**config.mk**
```make
export PLATFORM = sky130hd
export DESIGN_NAME = reactor_kinetics_stepper
export DESIGN_NICKNAME = d
export VERILOG_FILES = /design/src/rtl/reactor_kinetics_stepper.sv
export SDC_FILE = /design/constraint.sdc
export NUM_CORES = 2
export LEC_CHECK = 0
export BUFFER_PORTS_ARGS = -buffer_cell sky130_fd_sc_hd__buf_2
export CORE_MARGIN = 8
export CORE_UTILIZATION = 30
export DETAILED_ROUTE_END_ITERATION = 7
export GPL_ROUTABILITY_DRIVEN = 0
export SYNTH_ARGS = -nofsm -noshare
export SYNTH_HDL_FRONTEND = slang
export SYNTH_SLANG_ARGS = --single-unit
```
**constraint.sdc**
```tcl
create_clock -name clk_in -period 6.6 [get_ports clk_in]
set_input_delay 0.33 -clock clk_in [delete_from_list [all_inputs] [get_ports clk_in]]
set_output_delay 0.33 -clock clk_in [all_outputs]
set_load 0.01 [all_outputs]
```
**src/rtl/reactor_kinetics_stepper.sv**
```systemverilog
// reactor_kinetics_stepper: timestep master and prompt-neutron integrator.
// Issues new_timestep pulses to the precursor trackers and holds the shared
// neutron_flux bus. Two cycles after each pulse it samples precursor_neutrons
// and reactivity_coef, then advances the flux by one explicit-Euler step:
//   flux' = clamp(flux + (coef*flux >>> COEF_FRAC_BITS) + (precursor >> SRC_SHIFT))
// Optional feature macro: KINETICS_SCRAM_EN (adds scram_in and SCRAM_COEF).
//
// Ports:
//   clk_in             : clock
//   rst_in             : synchronous active-high reset
//   scram_in           : scram request, sticky until reset (macro builds only)
//   step_en            : enables the step period counter
//   reactivity_coef    : signed Q(24-COEF_FRAC_BITS).COEF_FRAC_BITS coefficient
//   precursor_neutrons : unsigned precursor tracker result
//   new_timestep       : one-cycle pulse to the trackers
//   neutron_flux       : registered unsigned flux bus
//   step_done          : one-cycle pulse when the new flux is visible
//   step_count         : completed steps, wraps modulo 2^32
//   flux_sat           : sticky clamp flag

`timescale 1ns/1ps

module reactor_kinetics_stepper #(
    parameter int          CYCLES_PER_STEP = 16,
    parameter int          COEF_FRAC_BITS  = 20,
    parameter int          SRC_SHIFT       = 3,
    parameter logic [50:0] INIT_FLUX       = 51'd1 << 47
`ifdef KINETICS_SCRAM_EN
    ,
    parameter logic signed [23:0] SCRAM_COEF = -24'sd524288
`endif
) (
    input  logic        clk_in,
    input  logic        rst_in,
`ifdef KINETICS_SCRAM_EN
    input  logic        scram_in,
`endif
    input  logic        step_en,
    input  logic [23:0] reactivity_coef,
    input  logic [63:0] precursor_neutrons,
    output logic        new_timestep,
    output logic [50:0] neutron_flux,
    output logic        step_done,
    output logic [31:0] step_count,
    output logic        flux_sat
);

    localparam int          CW       = $clog2(CYCLES_PER_STEP);
    localparam logic [CW-1:0] CNT_LAST = CW'(CYCLES_PER_STEP - 1);
    localparam logic [50:0] FLUX_MAX = {51{1'b1}};

    typedef enum logic [2:0] {
        S_IDLE   = 3'd0,
        S_ISSUE  = 3'd1,
        S_WAIT   = 3'd2,
        S_SAMPLE = 3'd3,
        S_ADD    = 3'd4
    } state_t;

    state_t              r_state;
    logic [CW-1:0]       r_cnt;
    logic                r_new_ts;
    logic                r_done;
    logic [50:0]         r_flux;
    logic [31:0]         r_count;
    logic                r_sat;
    logic signed [75:0]  r_prod;
    logic [63:0]         r_prec;
`ifdef KINETICS_SCRAM_EN
    logic                r_scram;
`endif

    logic                w_wrap;
    logic signed [23:0]  w_coef;
    logic signed [75:0]  w_coef_x;
    logic signed [75:0]  w_flux_x;
    logic signed [75:0]  w_prod;
    logic signed [75:0]  w_prod_sh;
    logic [63:0]         w_src;
    logic [76:0]         w_sum;
    logic                w_neg;
    logic                w_over;

    assign w_wrap = step_en && (r_cnt == CNT_LAST);

`ifdef KINETICS_SCRAM_EN
    assign w_coef = r_scram ? SCRAM_COEF : $signed(reactivity_coef);
`else
    assign w_coef = $signed(reactivity_coef);
`endif

    // Both operands widened to the full product width so the signed
    // multiply is exact without relying on context extension.
    assign w_coef_x = {{52{w_coef[23]}}, w_coef};
    assign w_flux_x = $signed({25'd0, r_flux});
    assign w_prod   = w_coef_x * w_flux_x;

    assign w_prod_sh = r_prod >>> COEF_FRAC_BITS;
    assign w_src     = r_prec >> SRC_SHIFT;

    // 77-bit two's complement sum; bit 76 is the sign.
    assign w_sum  = {26'd0, r_flux}
                  + {w_prod_sh[75], w_prod_sh}
                  + {13'd0, w_src};
    assign w_neg  = w_sum[76];
    assign w_over = |w_sum[75:51];

    always_ff @(posedge clk_in) begin
        if (rst_in) begin
            r_state  <= S_IDLE;
            r_cnt    <= '0;
            r_new_ts <= 1'b0;
            r_done   <= 1'b0;
            r_flux   <= INIT_FLUX;
            r_count  <= '0;
            r_sat    <= 1'b0;
            r_prod   <= '0;
            r_prec   <= '0;
`ifdef KINETICS_SCRAM_EN
            r_scram  <= 1'b0;
`endif
        end else begin
            r_new_ts <= 1'b0;
            r_done   <= 1'b0;

            if (step_en) begin
                r_cnt <= w_wrap ? '0 : r_cnt + 1'b1;
            end

`ifdef KINETICS_SCRAM_EN
            if (scram_in) begin
                r_scram <= 1'b1;
            end
`endif

            unique case (r_state)
                S_IDLE: begin
                    if (w_wrap) begin
                        r_state  <= S_ISSUE;
                        r_new_ts <= 1'b1;
                    end
                end
                S_ISSUE: begin
                    r_state <= S_WAIT;
                end
                S_WAIT: begin
                    r_state <= S_SAMPLE;
                end
                S_SAMPLE: begin
                    r_prod  <= w_prod;
                    r_prec  <= precursor_neutrons;
                    r_state <= S_ADD;
                end
                S_ADD: begin
                    // Flux bus only moves here, keeping it stable
                    // across both tracker update edges.
                    if (w_neg) begin
                        r_flux <= '0;
                        r_sat  <= 1'b1;
                    end else if (w_over) begin
                        r_flux <= FLUX_MAX;
                        r_sat  <= 1'b1;
                    end else begin
                        r_flux <= w_sum[50:0];
                    end
                    r_done  <= 1'b1;
                    r_count <= r_count + 32'd1;
                    r_state <= S_IDLE;
                end
                default: begin
                    r_state <= S_IDLE;
                end
            endcase
        end
    end

    assign new_timestep = r_new_ts;
    assign neutron_flux = r_flux;
    assign step_done    = r_done;
    assign step_count   = r_count;
    assign flux_sat     = r_sat;

endmodule

```
# Yosys cells after proc, flatten, opt, wreduce, memory -nomap -nowiden
# Index checks and enable logic that the tools add are counted.
word_totals:
  register_bits: 233
  inputBits: 91
  wordCells: 36
  output_inout_bits: 86
classes:
  muxes: 9
  eq_ne: 6
  n_bitwise: 1
  n_mul: 1
  n_reduce_logical: 6
  add_sub_neg: 4
ops:
  columns: ["op", "count"]
  rows:
  - ["$mux W51", 2]
  - ["$mul A24 B52 Y76", 1]
  - ["$add A57 B62 Y63", 1]
  - ["$add A52 B56 Y57", 1]
  - ["$add A32 B1 Y32 const B", 1]
  - ["$reduce_or A25 Y1", 1]
  - ["$pmux W3 S4", 1]
  - ["$eq A3 B2 Y1 const B", 2]
  - ["$add A4 B1 Y4 const B", 1]
  - ["$eq A4 B4 Y1 const B", 1]
  - ["$mux W1", 4]
  - ["$mux W4", 1]
  - ["$eq A3 B1 Y1 const B", 1]
  - ["$eq A3 B3 Y1 const B", 1]
  - ["$logic_not A3 Y1", 1]
  - ["$mux W3", 1]
  - ["$ne A2 B2 Y1 const B", 1]
  - ["$reduce_and A2 Y1", 1]
  - ["$reduce_bool A2 Y1", 1]
  - ["$reduce_or A2 Y1", 1]
  - ["$logic_and A1 B1 Y1", 1]
  - ["$not A1 Y1", 1]

# Logic depth before layout (Yosys ltp)
logic_depth:
  depth_word: 5
  ltp_mapped: 29
  ltp_nobuf: 26

# Worst setup path after synthesis
# No wires, ideal clock.
synth_path:
  kind: "input port to flip-flop"
  from: "input port reactivity_coef[0]"
  to: "register r_prod[74]"
  n_path_buf: 3
  t_arrival_ns: 7.155
  t_required_ns: 6.483
  setup_slack_ns: -0.672
  cell_stages: 29
  setup_ns: 0.117
  path_cell_list: "clkbuf_1 > clkbuf_1 > and2_1 > fa_1 > inv_1 > fa_1 > inv_1 > fa_1 > inv_1 > fa_1 > inv_1 > fa_1 > fa_1 > inv_1 > fa_1 > inv_1 > ha_1 > and3_1 > buf_2 > nand2_1 > or3_1 > nor4_2 > nand4_1 > nand3b_1 > a41o_1 > a31oi_1 > a311o_1 > xnor2_1 > a22o_1"
synth_via:
  elab_chain_cells: 1
synth_rtl:
  columns: ["item", "line", "rtl"]
  rows:
  - ["start: declaration", "39", "input logic [23:0] reactivity_coef,"]
  - ["$mul A24 B52 Y76", "96", "assign w_prod = w_coef_x * w_flux_x;"]
  - ["end signal: assignment", "150", "r_prod <= w_prod;"]
  - ["end: declaration", "67", "logic signed [75:0] r_prod;"]
# No other way between the ends.
# A chain may end at the register's enable or synchronous reset.

# Final worst setup path
layout_path:
  from: "register r_flux[25], in the netlist neutron_flux[25]"
  to: "register r_prod[64]"
layout_via:
  elab_chain_cells: 1
layout_rtl:
  columns: ["item", "line", "rtl"]
  rows:
  - ["start: declaration", "64", "logic [50:0] r_flux;"]
  - ["start signal: assignment", "164", "r_flux <= w_sum[50:0];"]
  - ["$mul A24 B52 Y76", "96", null]
# No other way between the ends.

==> metrics <==
top post-synthesis cells by count=inv_1 (1,147), fa_1 (1,127), nand2_1 (1,022); Ys Warns=0; Tightest Pin Transition=a little over 1 ns; ranking of synthesized cells by area=fa_1 (44%), inv_1 (8.4%), dfxtp_1 (8.2%); Max-Cap Viols=0; Max-slew headroom=roughly a third; count leader, synth=inv_1; Hold Violations, Final=0; via count=about 43k; pin count of the biggest net entering global routing=89; Cells after Synth=between 5k and 6k; dominant cell type by area after synthesis=fa_1; number of synthesized flops with an enable pin=0; syn avg cell area=a little under 9 um^2; total die area=184,000 um^2; H-tree levels=1; Starting DRT DRC Count=between 3k and 4k; Simple-Gate Fraction of Synth Area=approximately 17%; commonest register cell after synthesis=dfxtp_1; number of synthesized register bits=210; GRT Util Overall=18.0%; Min Clock Period, post-route=slightly above 7 ns; clock buffer depth=3; clk_lat worst skew=between 0.5 and 0.6 ns; WL final=167,000 um; area share of fa/ha/maj cells after synthesis=around half; Clock transition at path regs=around 0.080 ns; failing checks=negative setup slack; post-synthesis async set-or-reset flop share=0%; CTS tree=done; CP Launch Type=flip-flop; Netlist cell types=80; crit path max fanout=6; die height=429 um; post-layout util=37.1%; final non-filler cell area=between 60,000 and 70,000 um^2; Hold Buf Count CTS=0; post-synthesis sequential area ratio=8.21%; largest family of logic cells by synthesized area=adder cells; RSZ-0062 raised after global routing=yes; status=finished with violations; period utilization=109%; num rows=roughly 150; final clock skew=about 0.015 ns; Pre-Repair DR Iteration Count=6; # IOs=between 150 and 200; initial antenna violation count=20; CP Class=flip-flop to flip-flop; VDD IR max=approximately 170 uV; dpl cell area=just under 60,000 um^2; Critical Path RT=between 7 and 8 ns; hold crit path type=input pin to flip-flop; number of global-route vias before repair=between 40k and 50k; Die X=about 430 um; core area=about 170,000 um^2; critical path capture point type=flip-flop; LEAKAGE=~30 nW; wire per inst=approximately 19 um; post-synth top area share=~44%; share of cells above drive strength 1=20.5%; initial core utilization=between 30 and 40%; area grow syn2layout=22.8%; crit path DAT=~7.6 ns; first-pass GRT wire length=approximately 270,000 um; XOR/XNOR share of the synthesized area=2.34%; clock sinks=210; mux contribution to synthesized area=less than 1%; TritonCTS Buffers=22; post-DR vias/cell=4.90; Final nets=7,996; Final Setup Violations=45; IO buf count=between 150 and 200; drt drc=0; Root Buffer=clkbuf_16; global route overflow=0; pwr dens=between 50 and 60 nW/um^2; FMAX=around 140 MHz; Synth Area in Compound Gates=~9%; Mapped Area=about 51,000 um^2; post-route worst setup slack=-0.606 ns; antenna viol nets, final=0; post-DP HPWL=roughly 140,000 um; Mapped Nets=between 7k and 8k; Slew Viols, Final=0
[metrics by stage]
stage | setup TNS (ns) | cells | hold slack [ns] | power (W) | setup WS (ns)
6_report | -16.55 | 8693 | 0.0347 | 0.00368 | -0.606
5_1_grt | -23.95 | 8689 | 0.0302 | 0.00385 | -0.776
4_1_cts | -13.49 | 8643 | 0.0172 | 0.00366 | -0.585
3_5_place_dp | -44.94 | 8523 | 0.454 | 0.00230 | -1.30
3_3_place_gp | -40.18 | 8523 | 0.451 | 0.00230 | -1.22
2_1_floorplan | -0.501 | 5915 | 0.436 | 0.00185 | -0.279
[final timing paths]
| check | slack (ns) | from | cells past startpoint | endpoint |
|---|---|---|---|---|
| max | -0.61 | neutron_flux[25] | 27 | r_prod[64] |
| min | 0.03 | precursor_neutrons[28] | 3 | r_prec[28] |
| max reg2reg | -0.61 | neutron_flux[25] | 27 | r_prod[64] |
| min reg2reg | 0.46 | r_prec[60] | 2 | r_prec[60] |
[final cells by class]
class                           count  area [um^2]
Antenna cell                        7         17.5
Clock buffer                       34          667
Clock inverter                      5         57.6
Fill cell                       16927       107000
Inverter                         1147         4310
Multi-Input combinational cell   4215        43300
Sequential cell                   210         4330
Tap cell                         2218         2780
Timing Repair Buffer              857         7370
[where the power goes]
group,switching [W],total [W],internal [W]
clock network,0.000561,0.00130,0.000734
registers,0.00000131,0.00126,0.00126
logic,0.000659,0.00113,0.000469
[critical path, stage by stage, from the launching register on]
cell      delay [ns]
dfxtp_4         0.41
buf_6           0.14
buf_6           0.11
and2_4          0.13
fa_1            0.50
inv_2           0.05
fa_1            0.55
fa_1            0.44
fa_1            0.48
inv_1           0.05
fa_1            0.50
fa_1            0.57
inv_2           0.04
fa_1            0.51
inv_2           0.05
ha_4            0.29
buf_6           0.12
nand4_1         0.19
nor3_2          0.23
o211ai_1        0.13
buf_4           0.19
o21ai_4         0.26
a21oi_4         0.10
o41a_1          0.47
buf_6           0.16
o21ai_4         0.13
xor2_1          0.08
a22o_1          0.18
[what timing repair did]
item	4_1_cts	5_1_grt
endpoints found under the setup margin	55	53
buffers inserted	84	48
pin swaps	152	203
gates resized for setup	318	272
cloned	2	2
[registers in the layout (all words and copies together) (netlist names)]
register / cells
r_state: 3
r_prod: 56
neutron_flux: 51
flux_sat: 1
step_done: 1
new_timestep: 1
r_prec: 61
r_cnt: 4
step_count: 32
[cells by family after synthesis]
logic type	count (synthesis)
xor+xnor	137
mux	7
flops	210
simple gates	1881
buf+inv	1490
compound gates	738
fa+ha+maj	1452
[layout by cell type (no fill, tap or decap), types with 25 or more instances in the layout]
cell type | synthesis | layout
ha_1 | 325 | 294
xnor2_1 | 64 | 45
ha_4 | 0 | 28
buf_6 | 7 | 85
nor2b_1 | 43 | 42
fa_1 | 1127 | 1060
o21bai_1 | 65 | 63
a21o_1 | 72 | 72
xor2_1 | 73 | 68
nor2_1 | 139 | 131
buf_12 | 0 | 70
a31oi_1 | 45 | 37
a21oi_2 | 2 | 41
buf_2 | 7 | 170
buf_4 | 0 | 515
nand2b_1 | 28 | 28
clkbuf_16 | 0 | 25
inv_2 | 0 | 50
and2_1 | 445 | 416
dfxtp_4 | 0 | 28
a21oi_1 | 278 | 223
dfxtp_1 | 210 | 163
nand4_1 | 48 | 48
inv_1 | 1147 | 1097
nand2_1 | 1022 | 985
fa_2 | 0 | 67
nand2_2 | 0 | 26
nand3_1 | 36 | 29
o21ai_0 | 124 | 101
and2_4 | 0 | 28
nor3_1 | 39 | 32
[layer usage]
metal	up-vias	share of wire (%)	GRT usage [%]	wire length, um
met4	12	3.6	5.46	5990
li1	19015	-	-	-
met3	333	7.2	3.11	12100
met1	21722	42	24.1	70900
met2	1519	47	29.6	78300
met5	-	0.051	0	85
(Power assumes the default switching activity.)
